<file path="src/rtl/usb_rx_decoder_if.sv">
// usb_rx_decoder_if: sampled DP/DM line levels in, decoded data-bit stream and packet strobes out.
interface usb_rx_decoder_if;
    logic       dp_in;
    logic       dm_in;
    logic       bit_out;
    logic       bit_valid;
    logic       rx_start;
    logic       rx_active;
    logic       rx_done;
    logic       rx_error;
    logic [7:0] rx_bit_count;
    modport master (
        output dp_in, dm_in,
        input  bit_out, bit_valid, rx_start, rx_active, rx_done, rx_error, rx_bit_count
    );
    modport slave (
        input  dp_in, dm_in,
        output bit_out, bit_valid, rx_start, rx_active, rx_done, rx_error, rx_bit_count
    );
endinterface

</file>
<file path="src/rtl/usb_rx_decoder.sv">
// usb_rx_decoder: per-bit DP/DM sampler that finds SYNC, NRZI-decodes, strips stuffed bits
// and checks EOP, delivering a data-bit stream with start/done/error strobes.
module usb_rx_decoder #(
    parameter int MAX_BITS = 96
) (
    input logic             clk,
    input logic             rst_L,
    usb_rx_decoder_if.slave bus
);
    typedef enum logic [2:0] {IDLE, SYNC, DATA, EOP1, EOP2, ERR_WAIT} state_t;
    localparam logic [7:0] MAX_CNT = 8'(MAX_BITS);

    state_t     r_state, w_state;
    logic       r_prev, w_prev;
    logic [2:0] r_sync_cnt, w_sync_cnt;
    logic [2:0] r_ones_cnt, w_ones_cnt;
    logic [7:0] r_bit_count, w_bit_count;
    logic       r_bit, w_bit;
    logic       r_valid, w_valid;
    logic       r_start, w_start;
    logic       r_active, w_active;
    logic       r_done, w_done;
    logic       r_error, w_error;
    logic       w_jk, w_j, w_k, w_se0, w_se1, w_dec;

    assign w_jk  = bus.dp_in ^ bus.dm_in;
    assign w_j   = w_jk & bus.dp_in;
    assign w_k   = w_jk & ~bus.dp_in;
    assign w_se0 = ~bus.dp_in & ~bus.dm_in;
    assign w_se1 = bus.dp_in & bus.dm_in;
    // prev_line is kept as its DP level; a repeated level decodes as 1
    assign w_dec = bus.dp_in == r_prev;

    always_comb begin
        w_state     = r_state;
        w_prev      = w_jk ? bus.dp_in : r_prev;
        w_sync_cnt  = r_sync_cnt;
        w_ones_cnt  = r_ones_cnt;
        w_bit_count = r_bit_count;
        w_bit       = 1'b0;
        w_valid     = 1'b0;
        w_start     = 1'b0;
        w_done      = 1'b0;
        w_error     = 1'b0;
        case (r_state)
            IDLE: begin
                if (w_se1) begin
                    w_state = ERR_WAIT;
                end else if (w_k && !w_dec) begin
                    w_state     = SYNC;
                    w_sync_cnt  = 3'd1;
                    w_bit_count = '0;
                end
            end
            SYNC: begin
                if (!w_jk) begin
                    w_state = ERR_WAIT;
                    w_error = 1'b1;
                end else if (r_sync_cnt == 3'd7) begin
                    w_state    = w_dec ? DATA : IDLE;
                    w_ones_cnt = 3'd1;
                end else if (w_dec) begin
                    w_state = IDLE;
                end else begin
                    w_sync_cnt = r_sync_cnt + 3'd1;
                end
            end
            DATA: begin
                if (w_se0) begin
                    w_state = EOP1;
                end else if (w_se1 || (r_ones_cnt == 3'd6 ? w_dec : r_bit_count == MAX_CNT)) begin
                    w_state = ERR_WAIT;
                    w_error = 1'b1;
                end else if (r_ones_cnt == 3'd6) begin
                    w_ones_cnt = '0;
                end else begin
                    w_valid     = 1'b1;
                    w_bit       = w_dec;
                    w_start     = r_bit_count == '0;
                    w_bit_count = r_bit_count + 8'd1;
                    w_ones_cnt  = w_dec ? r_ones_cnt + 3'd1 : 3'd0;
                end
            end
            EOP1: begin
                w_state = w_se0 ? EOP2 : ERR_WAIT;
                w_error = !w_se0;
            end
            EOP2: begin
                w_state = w_j ? IDLE : ERR_WAIT;
                w_done  = w_j;
                w_error = !w_j;
            end
            ERR_WAIT: w_state = w_j ? IDLE : ERR_WAIT;
            default:  w_state = IDLE;
        endcase
        // active through the done/error cycle, dropping one cycle later
        w_active = w_state == SYNC || w_state == DATA || w_state == EOP1 || w_state == EOP2 || w_done || w_error;
    end

    always_ff @(posedge clk or negedge rst_L) begin
        if (!rst_L) begin
            r_state     <= IDLE;
            r_prev      <= 1'b1;
            r_sync_cnt  <= '0;
            r_ones_cnt  <= '0;
            r_bit_count <= '0;
            r_bit       <= 1'b0;
            r_valid     <= 1'b0;
            r_start     <= 1'b0;
            r_active    <= 1'b0;
            r_done      <= 1'b0;
            r_error     <= 1'b0;
        end else begin
            r_state     <= w_state;
            r_prev      <= w_prev;
            r_sync_cnt  <= w_sync_cnt;
            r_ones_cnt  <= w_ones_cnt;
            r_bit_count <= w_bit_count;
            r_bit       <= w_bit;
            r_valid     <= w_valid;
            r_start     <= w_start;
            r_active    <= w_active;
            r_done      <= w_done;
            r_error     <= w_error;
        end
    end

    assign bus.bit_out      = r_bit;
    assign bus.bit_valid    = r_valid;
    assign bus.rx_start     = r_start;
    assign bus.rx_active    = r_active;
    assign bus.rx_done      = r_done;
    assign bus.rx_error     = r_error;
    assign bus.rx_bit_count = r_bit_count;
endmodule

</file>
<file path="src/flat_wrapper.sv">
// flat-port wrapper written by rule: the top's interface ports become plain ports
module usb_rx_decoder_flat 
#(
    parameter int MAX_BITS = 96
)
  (clk, rst_L, bus_dp_in, bus_dm_in, bus_bit_out, bus_bit_valid, bus_rx_start, bus_rx_active, bus_rx_done, bus_rx_error, bus_rx_bit_count);
  usb_rx_decoder_if bus_i ();
  input logic clk;
  input logic rst_L;
  input wire logic [$bits(bus_i.dp_in)-1:0] bus_dp_in;
  input wire logic [$bits(bus_i.dm_in)-1:0] bus_dm_in;
  output wire logic [$bits(bus_i.bit_out)-1:0] bus_bit_out;
  output wire logic [$bits(bus_i.bit_valid)-1:0] bus_bit_valid;
  output wire logic [$bits(bus_i.rx_start)-1:0] bus_rx_start;
  output wire logic [$bits(bus_i.rx_active)-1:0] bus_rx_active;
  output wire logic [$bits(bus_i.rx_done)-1:0] bus_rx_done;
  output wire logic [$bits(bus_i.rx_error)-1:0] bus_rx_error;
  output wire logic [$bits(bus_i.rx_bit_count)-1:0] bus_rx_bit_count;
  assign bus_i.dp_in = bus_dp_in;
  assign bus_i.dm_in = bus_dm_in;
  assign bus_bit_out = bus_i.bit_out;
  assign bus_bit_valid = bus_i.bit_valid;
  assign bus_rx_start = bus_i.rx_start;
  assign bus_rx_active = bus_i.rx_active;
  assign bus_rx_done = bus_i.rx_done;
  assign bus_rx_error = bus_i.rx_error;
  assign bus_rx_bit_count = bus_i.rx_bit_count;
  usb_rx_decoder #(.MAX_BITS(MAX_BITS)) u_core (.clk(clk), .rst_L(rst_L), .bus(bus_i));
endmodule
</file>
<file path="config.mk">
export PLATFORM = sky130hd
export DESIGN_NAME = usb_rx_decoder_flat
export DESIGN_NICKNAME = d
export VERILOG_FILES = /design/src/rtl/usb_rx_decoder_if.sv /design/src/rtl/usb_rx_decoder.sv /design/src/flat_wrapper.sv
export SDC_FILE = /design/constraint.sdc
export NUM_CORES = 1
export LEC_CHECK = 0
export CAP_MARGIN = 20
export CORE_MARGIN = 2
export CORE_UTILIZATION = 50
export CTS_CLUSTER_DIAMETER = 60
export DETAILED_ROUTE_END_ITERATION = 8
export GPL_TIMING_DRIVEN = 0
export PLACE_DENSITY = 0.73
export RECOVER_POWER = 25
export SLEW_MARGIN = 0
export SYNTH_ARGS = -nofsm -noshare
export SYNTH_HDL_FRONTEND = slang
export SYNTH_SLANG_ARGS = --single-unit
</file>
<file path="constraint.sdc">
create_clock -name clk -period 3.5 [get_ports clk]
set_input_delay 0.7 -clock clk [delete_from_list [all_inputs] [get_ports clk]]
set_output_delay 0.7 -clock clk [all_outputs]
set_load 0.005 [all_outputs]
</file>
# Word level (Yosys, flattened, before mapping)
# Cells that the tools add are included.
# W data, S select, Z words.
dict set report totals {
  word_cells 110
  output_inout_bits 14
  register_bits 24
  input_bits 4
}
dict set report op_classes {
  n_eq_ne 22
  mux 48
  add_sub_neg 3
  bitwise 7
  n_reduce_logical 19
}
# op n
set ops {}
lappend ops {{$mux W3} 19}
lappend ops {{$mux W8} 5}
lappend ops {{$mux W1} 18}
lappend ops {{$pmux W8 S2} 1}
lappend ops {{$eq A3 B3 Y1 const B} 5}
lappend ops {{$pmux W3 S5} 1}
lappend ops {{$eq A3 B2 Y1 const B} 4}
lappend ops {{$ne A2 B2 Y1 const B} 6}
lappend ops {{$pmux W3 S2} 2}
lappend ops {{$reduce_and A6 Y1} 2}
lappend ops {{$add A8 B1 Y8 const B} 1}
lappend ops {{$eq A8 B7 Y1 const B} 1}
lappend ops {{$logic_not A8 Y1} 1}
lappend ops {{$add A3 B1 Y3 const B} 2}
lappend ops {{$eq A3 B1 Y1 const B} 2}
lappend ops {{$logic_or A1 B1 Y1} 6}
lappend ops {{$ne A2 B1 Y1 const B} 3}
lappend ops {{$reduce_bool A2 Y1} 3}
lappend ops {{$reduce_and A5 Y1} 1}
lappend ops {{$and A1 B1 Y1} 4}
lappend ops {{$pmux W1 S4} 1}
lappend ops {{$logic_not A1 Y1} 3}
lappend ops {{$logic_not A3 Y1} 1}
lappend ops {{$mux W2} 1}
lappend ops {{other kinds (5)} 6}

# Depth between registers and ports, before layout
# Gate-level depths: netlist of the first run.
dict set report logic_depth {
  depth_word 12
  depth_mapped 7
  depth_no_buf 7
}

# Worst setup path after synthesis of the first run
# OpenSTA, ideal clock, no wires.
dict set report synth_path {
  kind {input -> register}
  startpoint {input port bus_dm_in}
  endpoint {register u_core.r_bit_count[7], in the netlist u_core.bus.rx_bit_count[7]}
  setup_slack_ns 1.065
  required_time_ns 3.422
  n_path_buf 0
  cell_stages 7
  setup_time_ns 0.078
  arrival_ns 2.358
  cell_sequence {inv_1 -> ha_1 -> or2_2 -> a211oi_4 -> nand2_4 -> or4_1 -> a21oi_1}
}
dict set report synth_between {
  elab_chain_cells 5
  word_cells_on_any_way 12
  cone_classes {eq/ne (4); bitwise (5); reduce/logical (3)}
}
# item line
set synth_rtl {}
lappend synth_rtl {{start, declared} flat_wrapper.sv:11} ;# input wire logic [$bits(bus_i.dm_in)-1:0] bus_dm_in;
lappend synth_rtl {{$xor A1 B1 Y1} usb_rx_decoder.sv:26} ;# assign w_jk = bus.dp_in ^ bus.dm_in;
lappend synth_rtl {{$and A1 B1 Y1} usb_rx_decoder.sv:28} ;# assign w_k = w_jk & ~bus.dp_in;
lappend synth_rtl {{$logic_and A1 B1 Y1} usb_rx_decoder.sv:49} ;# end else if (w_k && !w_dec) begin
lappend synth_rtl {{$ne A2 B1 Y1 (no source line)} --}
lappend synth_rtl {{$reduce_and A6 Y1 (no source line) *} --}
lappend synth_rtl {{end signal, assigned} usb_rx_decoder.sv:118} ;# r_bit_count <= w_bit_count;
lappend synth_rtl {{end, declared} usb_rx_decoder.sv:17} ;# logic [7:0] r_bit_count, w_bit_count;
# Mark *: on every way between the ends. The rest lies on a longest branch, timed or not.
# A chain may end at the register's enable or synchronous reset.

# Final worst setup path of the first run
dict set report layout_path {
  startpoint {input port bus_dp_in}
  endpoint {register u_core.r_bit_count[7], in the netlist u_core.bus.rx_bit_count[7]}
}
dict set report layout_between {
  elab_chain_cells 5
  word_cells_on_any_way 15
  cone_classes {eq/ne (5); mux (1); bitwise (5); reduce/logical (4)}
}
# item line
set layout_rtl {}
lappend layout_rtl {{start, declared} flat_wrapper.sv:10} ;# input wire logic [$bits(bus_i.dp_in)-1:0] bus_dp_in;
lappend layout_rtl {{$eq A1 B1 Y1 (tied with other cells)} usb_rx_decoder.sv:32} ;# assign w_dec = bus.dp_in == r_prev;
lappend layout_rtl {{$mux W1 (tied with other cells)} usb_rx_decoder.sv:71} ;# end else if (w_se1 || (r_ones_cnt == 3'd6 ? w_dec : r_bit_count == MAX_CNT)) begin
lappend layout_rtl {{$logic_or A1 B1 Y1 / $logic_and A1 B1 Y1 (equally long branches)} {usb_rx_decoder.sv:71, usb_rx_decoder.sv:49}}
lappend layout_rtl {{$ne A2 B2 Y1 (no source line) / $ne A2 B1 Y1 (equally long branches)} --}
lappend layout_rtl {{$reduce_and A6 Y1 (no source line) *} --}
# Marks and branches as above.

==> out/summary.txt, run 1 <==
====================================================================================================
Transition time of the tightest slew-check pin                                              0.912 ns
Total vias in the final route                                                                   1169
Highest ir drop seen on vdd                                                                   437 uV
GRT Util Overall                                                                               20.7%
CTS Buffer Depth                                                                                   2
P per Cell Area                                                                          504 nW/um^2
Area growth, synth to finish                                                                   17.6%
Placed Area                                                                               1620 sq um
Fraction of layout instances using a drive strength above 1                                    9.20%
Number of buffers created by CTS                                                                   3
Final-stage net count                                                                            178
Post-CTS Hold Fix Bufs                                                                             0
Fmax achieved                                                                              0.340 GHz
Number of antenna violations at the first check in global routing                                  0
Antenna violation net count after detailed routing                                                 0
Setup-violating endpoint count in the final report                                                 0
Data required, critical path                                                                 3.75 ns
Horiz. Die Dim                                                                               57.1 um
Clock-pin slew reported for the worst setup and hold paths after clock tree synthesis        0.14 ns
Drc violations                                                                                     0
Most common cell in the netlist                                                              dfrtp_1
Sink Count                                                                                        24
Initial DRC Count                                                                                 41
Type of the worst setup path                                                                  in2reg
Number of nets in the synthesized netlist                                                        155
Global-route wire length before repair                                                       5380 um
Worst Clk Skew                                                                             0.0160 ns
First-pass detailed-route iteration total                                                          4
Total count of hold-check failures in the final report                                             0
Total core area                                                                           2710 sq um
Flip-flop and latch count after synthesis                                                         24
Setup_tns                                                                                       0 ns
Library cells used by synthesis                                                                   46
Number of gates resized after cts                                                                  0
Ratio of final minimum period to clock period                                                  84.0%
Final-layout fill cell count                                                                     257
Synth cell count leaders                                                                dfrtp_1, nor2_1, nand3_1
Post-Syn Area per Cell                                                                    10.0 sq um
TritonCTS clock tree                                                                           built
Initial Util                                                                                   52.1%
Port buffer count                                                                                 17
Tightest hold margin                                                                        0.509 ns
Primary flip-flop cell chosen by synthesis mapping                                           dfrtp_1
Maximum number of pins on one net before global-route repair                                      25
Placed cell count                                                                                189
Crit-path cells                                                                         clkdlybuf4s50_1 > inv_1 > ha_1 > or2_2 > a211oi_4 > nand2_4 > or4_1 > a21oi_1
Number of max-cap violations                                                                       0
Register-to-register path setup slack                                                        1.32 ns
Worst path buffer plus inverter count                                                              2
Diodes inserted                                                                                    0
Core Rows                                                                                         19
Capturing element type of the critical path                                                 register
Final Max Tran Viols                                                                               0
Ports placed on the boundary                                                                      18
HPWL after DPL                                                                               2260 um
Fraction of registers with async set/reset                                                      100%
P_leak                                                                                      0.736 nW
Die Outline Area                                                                          3260 sq um
Maximum level of the CTS H-tree                                                                    1
Die Ht                                                                                       57.1 um
Area of all placed cells without fillers                                                  1660 sq um
Shortest period the worst path allows                                                        2.94 ns
Path type of the worst min-delay path                                                        reg2reg
Post-synthesis cell type with the largest combined area                                      dfrtp_1
Clock insertion delay at the later pin of the skew report                                    0.33 ns
Clk Tree Root Cell                                                                          clkbuf_4
Number of enable-type register cells in the synthesized netlist                                    0
Run status                                                                                 completed
Number of global-route vias before repair                                                       1232
CP Data Arrival Time                                                                         3.19 ns
Number of warnings issued by yosys                                                                 0
Cell types occupying the most area after synthesis                                      dfrtp_1, ha_1, nand3_1, nor2_1, xor2_1
Routability cong.                                                                              0.893
Cell with the largest stage delay on the worst path                                     clkdlybuf4s50_1
Startpoint type of the worst setup path                                                    input pin
Top delay family on crit path                                                           simple AND/OR/NAND/NOR gates
Total congestion overflow                                                                          0
Fraction of synthesized cell area taken by the top area cell type                              40.8%
Setup Buffers After CTS                                                                            0
Number of cells produced by synthesis                                                            141
Remaining max-slew budget at the tightest pin                                                  39.2%
Highest fanout seen on the critical path                                                           9
DRT Wirelength                                                                               3080 um
Cell Area, Synth                                                                          1410 sq um
Detail-routed net length per standard cell                                                   15.9 um
Worst path max stage delay                                                                   0.59 ns
Number of standard cells in the layout, taps in and fillers out                                  194
Via density per instance                                                                        6.03
Seq/Total Area, Yosys                                                                          42.6%
RSZ-0062 raised after global routing                                                              no
====================================================================================================
[path summary, 6_finish.rpt]
| kind | start | to | cells after the start |
|---|---|---|---|
| worst min register to register | u_core.r_sync_cnt[0] | u_core.r_sync_cnt[0] | 1 |
| worst max-delay path | bus_dp_in | u_core.bus.rx_bit_count[7] | 8 |
| worst max register to register | u_core.r_state[2] | u_core.bus.rx_bit_count[7] | 5 |
| min in group asynchronous | rst_L | u_core.bus.rx_error | 1 |
| max in group asynchronous | rst_L | u_core.r_state[1] | 2 |
| worst min-delay path | u_core.r_sync_cnt[0] | u_core.r_sync_cnt[0] | 1 |
[registers in the layout, summed over array words and instances (netlist names)]
signal and cells:
u_core.bus.bit_out 1, u_core.bus.bit_valid 1, u_core.bus.rx_active 1, u_core.bus.rx_bit_count 8
u_core.bus.rx_done 1, u_core.bus.rx_error 1, u_core.bus.rx_start 1, u_core.r_ones_cnt 3
u_core.r_prev 1, u_core.r_state 3, u_core.r_sync_cnt 3
[metrics by stage]
stage / util (%) / worst slack [ns] / power, mW
2_1_floorplan: - / 1.06 / 0.580
4_1_cts: 61.1 / 0.550 / 0.836
3_5_place_dp: 59.8 / 0.232 / 0.686
3_3_place_gp: 59.8 / 0.284 / 0.669
5_1_grt: 61.3 / 0.402 / 0.896
6_report: 61.3 / 0.559 / 0.836
[cell usage in the layout, fill, tap and decap left out, types with 2 or more instances in the layout]
| cell type | n |
|---|---|
| or2_2 | 2 |
| clkbuf_1 | 2 |
| dfrtp_1 | 23 |
| nor2_1 | 12 |
| nor3b_1 | 2 |
| clkdlybuf4s50_1 | 16 |
| and3_1 | 4 |
| inv_1 | 8 |
| o21ai_0 | 7 |
| o31ai_1 | 5 |
| nand4_1 | 2 |
| nand2_1 | 8 |
| mux2i_1 | 2 |
| nor2b_1 | 2 |
| a21oi_1 | 2 |
| xor2_1 | 5 |
| a211oi_1 | 3 |
| clkbuf_4 | 3 |
| mux2_2 | 2 |
| nand2b_1 | 4 |
| nand3_1 | 11 |
| ha_1 | 10 |
[area by class of cell]
cell class	count	area, sq um	share of cell area [%]
plain buffers	2	15.0	0.904
clock buffers	4	36.3	2.19
inverters	8	30.0	1.81
multi-input cells	107	764	46.0
flip-flops and latches	24	602	36.2
well taps	31	38.8	2.34
repair buffers	18	174	10.5
[worst reg2reg max path, delay by kind of cell (launching register included)]
| family | cells | cell delay, ns |
|---|---|---|
| AO/OA/AOI/OAI | 2 | 0.51 |
| AND/OR/NAND/NOR | 3 | 1.11 |
| flip-flops | 1 | 0.49 |
[metal layers]
layer / part of all wire, % / track usage (%) / wire, um / vias to the layer above
met5: 0 / 0 / 0 / -
met4: 1.2 / 9.30 / 38 / 0
met3: 3.0 / 3.85 / 92 / 4
met2: 49 / 34.3 / 1510 / 21
met1: 47 / 26.5 / 1440 / 592
li1: - / - / - / 552
[where the power goes]
part	total (mW)	internal (mW)	leakage, nW	switching [mW]
Combinational	0.309	0.146	0.399	0.164
Clock	0.151	0.0637	0.0210	0.0869
Sequential	0.376	0.331	0.317	0.0456
[logic make-up (layout without fill, tap and decap cells)]
group,Yosys count,count (layout),share of synthesized area (%)
flops,24,24,42.6
mux,4,4,3.01
simple gates,60,60,24.5
buf+inv,10,32,3.19
compound gates,27,27,14.1
fa+ha+maj,10,10,8.87
xor+xnor,6,6,3.72
(Power assumes the default switching activity.)
==> run 2: changes to the inputs <==
--- a/config.mk
+++ b/config.mk
@@ -7,11 +7,11 @@
 export LEC_CHECK = 0
 export CAP_MARGIN = 20
 export CORE_MARGIN = 2
-export CORE_UTILIZATION = 50
+export CORE_UTILIZATION = 49
 export CTS_CLUSTER_DIAMETER = 60
 export DETAILED_ROUTE_END_ITERATION = 8
 export GPL_TIMING_DRIVEN = 0
-export PLACE_DENSITY = 0.73
+export PLACE_DENSITY = 0.75
 export RECOVER_POWER = 25
 export SLEW_MARGIN = 0
 export SYNTH_ARGS = -nofsm -noshare
==> constraint.sdc (replaced) <==
create_clock -name clk -period 2.5 [get_ports clk]
set_input_delay 0.5 -clock clk [delete_from_list [all_inputs] [get_ports clk]]
set_output_delay 0.5 -clock clk [all_outputs]
set_load 0.005 [all_outputs]
==> out/summary.txt, run 2 (same netlist as run 1, synthesis figures left out) <==
====================================================================================================
Run status                                                                                 completed
Total count of hold-check failures in the final report                                             0
Port buffer count                                                                                 17
P_leak                                                                                      0.752 nW
DRT Wirelength                                                                               3270 um
Highest ir drop seen on vdd                                                                   610 uV
Final-stage net count                                                                            181
Remaining max-slew budget at the tightest pin                                                  42.8%
Horiz. Die Dim                                                                               57.7 um
Number of max-cap violations                                                                       0
Initial Util                                                                                   51.2%
Maximum level of the CTS H-tree                                                                    1
HPWL after DPL                                                                               2330 um
Area growth, synth to finish                                                                   19.8%
Worst path max stage delay                                                                   0.54 ns
Sink Count                                                                                        24
Clk Tree Root Cell                                                                          clkbuf_4
Antenna violation net count after detailed routing                                                 0
Startpoint type of the worst setup path                                                    input pin
First-pass detailed-route iteration total                                                          4
Path type of the worst min-delay path                                                       in2async
Most common library cell in the layout ignoring fill and taps                                dfrtp_1
Total core area                                                                           2760 sq um
Ratio of final minimum period to clock period                                                  96.8%
Most frequent cells in the layout                                                       dfrtp_1, clkdlybuf4s50_1, nor2_1
Routability cong.                                                                              0.888
Type of the worst setup path                                                                  in2reg
Fmax achieved                                                                              0.413 GHz
Highest fanout seen on the critical path                                                           9
Initial DRC Count                                                                                 24
Number of global-route vias before repair                                                       1217
Final-layout fill cell count                                                                     236
Clock insertion delay at the later pin of the skew report                                    0.32 ns
Detail-routed net length per standard cell                                                   16.6 um
Diodes inserted                                                                                    0
Core Rows                                                                                         19
Via density per instance                                                                        6.14
Cell with the largest stage delay on the worst path                                            or4_1
Maximum number of pins on one net before global-route repair                                      25
Number of antenna violations at the first check in global routing                                  0
Number of buffers created by CTS                                                                   3
Setup_tns                                                                                       0 ns
Tightest hold margin                                                                        0.523 ns
GRT Util Overall                                                                               20.9%
Die Ht                                                                                       57.7 um
Worst Clk Skew                                                                            0.00138 ns
Total congestion overflow                                                                          0
Crit-path cells                                                                         clkdlybuf4s50_1 > inv_1 > ha_2 > or2_4 > a211oi_4 > nand2_4 > or4_1 > a21oi_2
TritonCTS clock tree                                                                           built
Final Max Tran Viols                                                                               0
Transition time of the tightest slew-check pin                                              0.858 ns
Ports placed on the boundary                                                                      18
Capturing element type of the critical path                                                 register
Drc violations                                                                                     0
Die Outline Area                                                                          3330 sq um
Fraction of layout instances using a drive strength above 1                                    12.0%
Largest register FFs                                                                               8
Total vias in the final route                                                                   1209
Combined area of the multi-input logic cells                                               773 sq um
CTS Buffer Depth                                                                                   2
Data required, critical path                                                                 2.76 ns
CP Data Arrival Time                                                                         2.68 ns
P per Cell Area                                                                          697 nW/um^2
Clock-pin slew reported for the worst setup and hold paths after clock tree synthesis        0.14 ns
Global-route wire length before repair                                                       5370 um
Area of all sequential standard cells                                                      602 sq um
Setup-violating endpoint count in the final report                                                 0
Shortest period the worst path allows                                                        2.42 ns
R2R depth                                                                                         10
====================================================================================================
run 2: changes by cell type in the layout (fill, tap and decap cells not counted):
cell and delta:
a21oi_1 -1, ha_1 -1, ha_2 +1, a21oi_2 +1, buf_4 +3, dlygate4sd2_1 +1, or2_2 -1, or2_4 +1
clkdlybuf4s50_1 -1
run 2: per-stage QoR:
stage                     cells  instance area, sq um  utilization [%]  setup slack (ns)  power [mW]
after CTS                   195                  1670             60.6           0.00208        1.17
after floorplan             141                  1410                -             0.265       0.812
after detailed placement    189                  1620             58.8            -0.608       0.960
after global placement      189                  1620             58.8            -0.518       0.934
after global routing        197                  1690             61.3          -0.00110        1.25
final                       197                  1690             61.3            0.0810        1.18
run 2: final timing paths:
check / startpoint / endpoint / slack, ns
worst max register to register: u_core.bus.rx_bit_count[0] / u_core.bus.rx_bit_count[4] / 0.39
min in group clk: u_core.r_sync_cnt[1] / u_core.r_sync_cnt[1] / 0.52
worst max-delay path: bus_dm_in / u_core.bus.rx_bit_count[7] / 0.08
worst min-delay path: rst_L / u_core.r_state[2] / 0.52
worst min register to register: u_core.r_sync_cnt[1] / u_core.r_sync_cnt[1] / 0.52
max in group asynchronous: rst_L / u_core.bus.bit_out / 0.87
run 2: report_power, final:
part	total, mW	internal, mW	switching (mW)
Clock	0.214	0.0892	0.125
Combinational	0.434	0.204	0.230
Sequential	0.530	0.463	0.0668
run 2: worst max-delay path, delay by kind of cell:
kind            cells  cell delay [ns]
compound gates      2             0.42
fa+ha+maj           1             0.21
buf+inv             2             0.59
simple gates        3             0.94
run 2: cell type report:
type                    instances  share of cell area (%)
multi-input cells             107                    45.7
well taps                      31                    2.29
clock buffers                   4                    2.15
inverters                       8                    1.78
repair buffers                 21                    11.5
flip-flops and latches         24                    35.6
plain buffers                   2                   0.888
run 2: what timing repair did:
action	CTS	global route
pin swaps	1	1
setup buffers	2	1
cloned	0	0
hold endpoints to repair	0	0
resized for setup	1	3
endpoints found under the setup margin	1	1
hold buffers	0	0
run 2: routing by layer:
metal	part of all wire, %	global-route usage [%]	up-vias
met5	0	0	-
met4	1.3	9.30	0
met3	4.4	3.57	6
met2	53	36.0	41
met1	41	25.6	601
li1	-	-	561
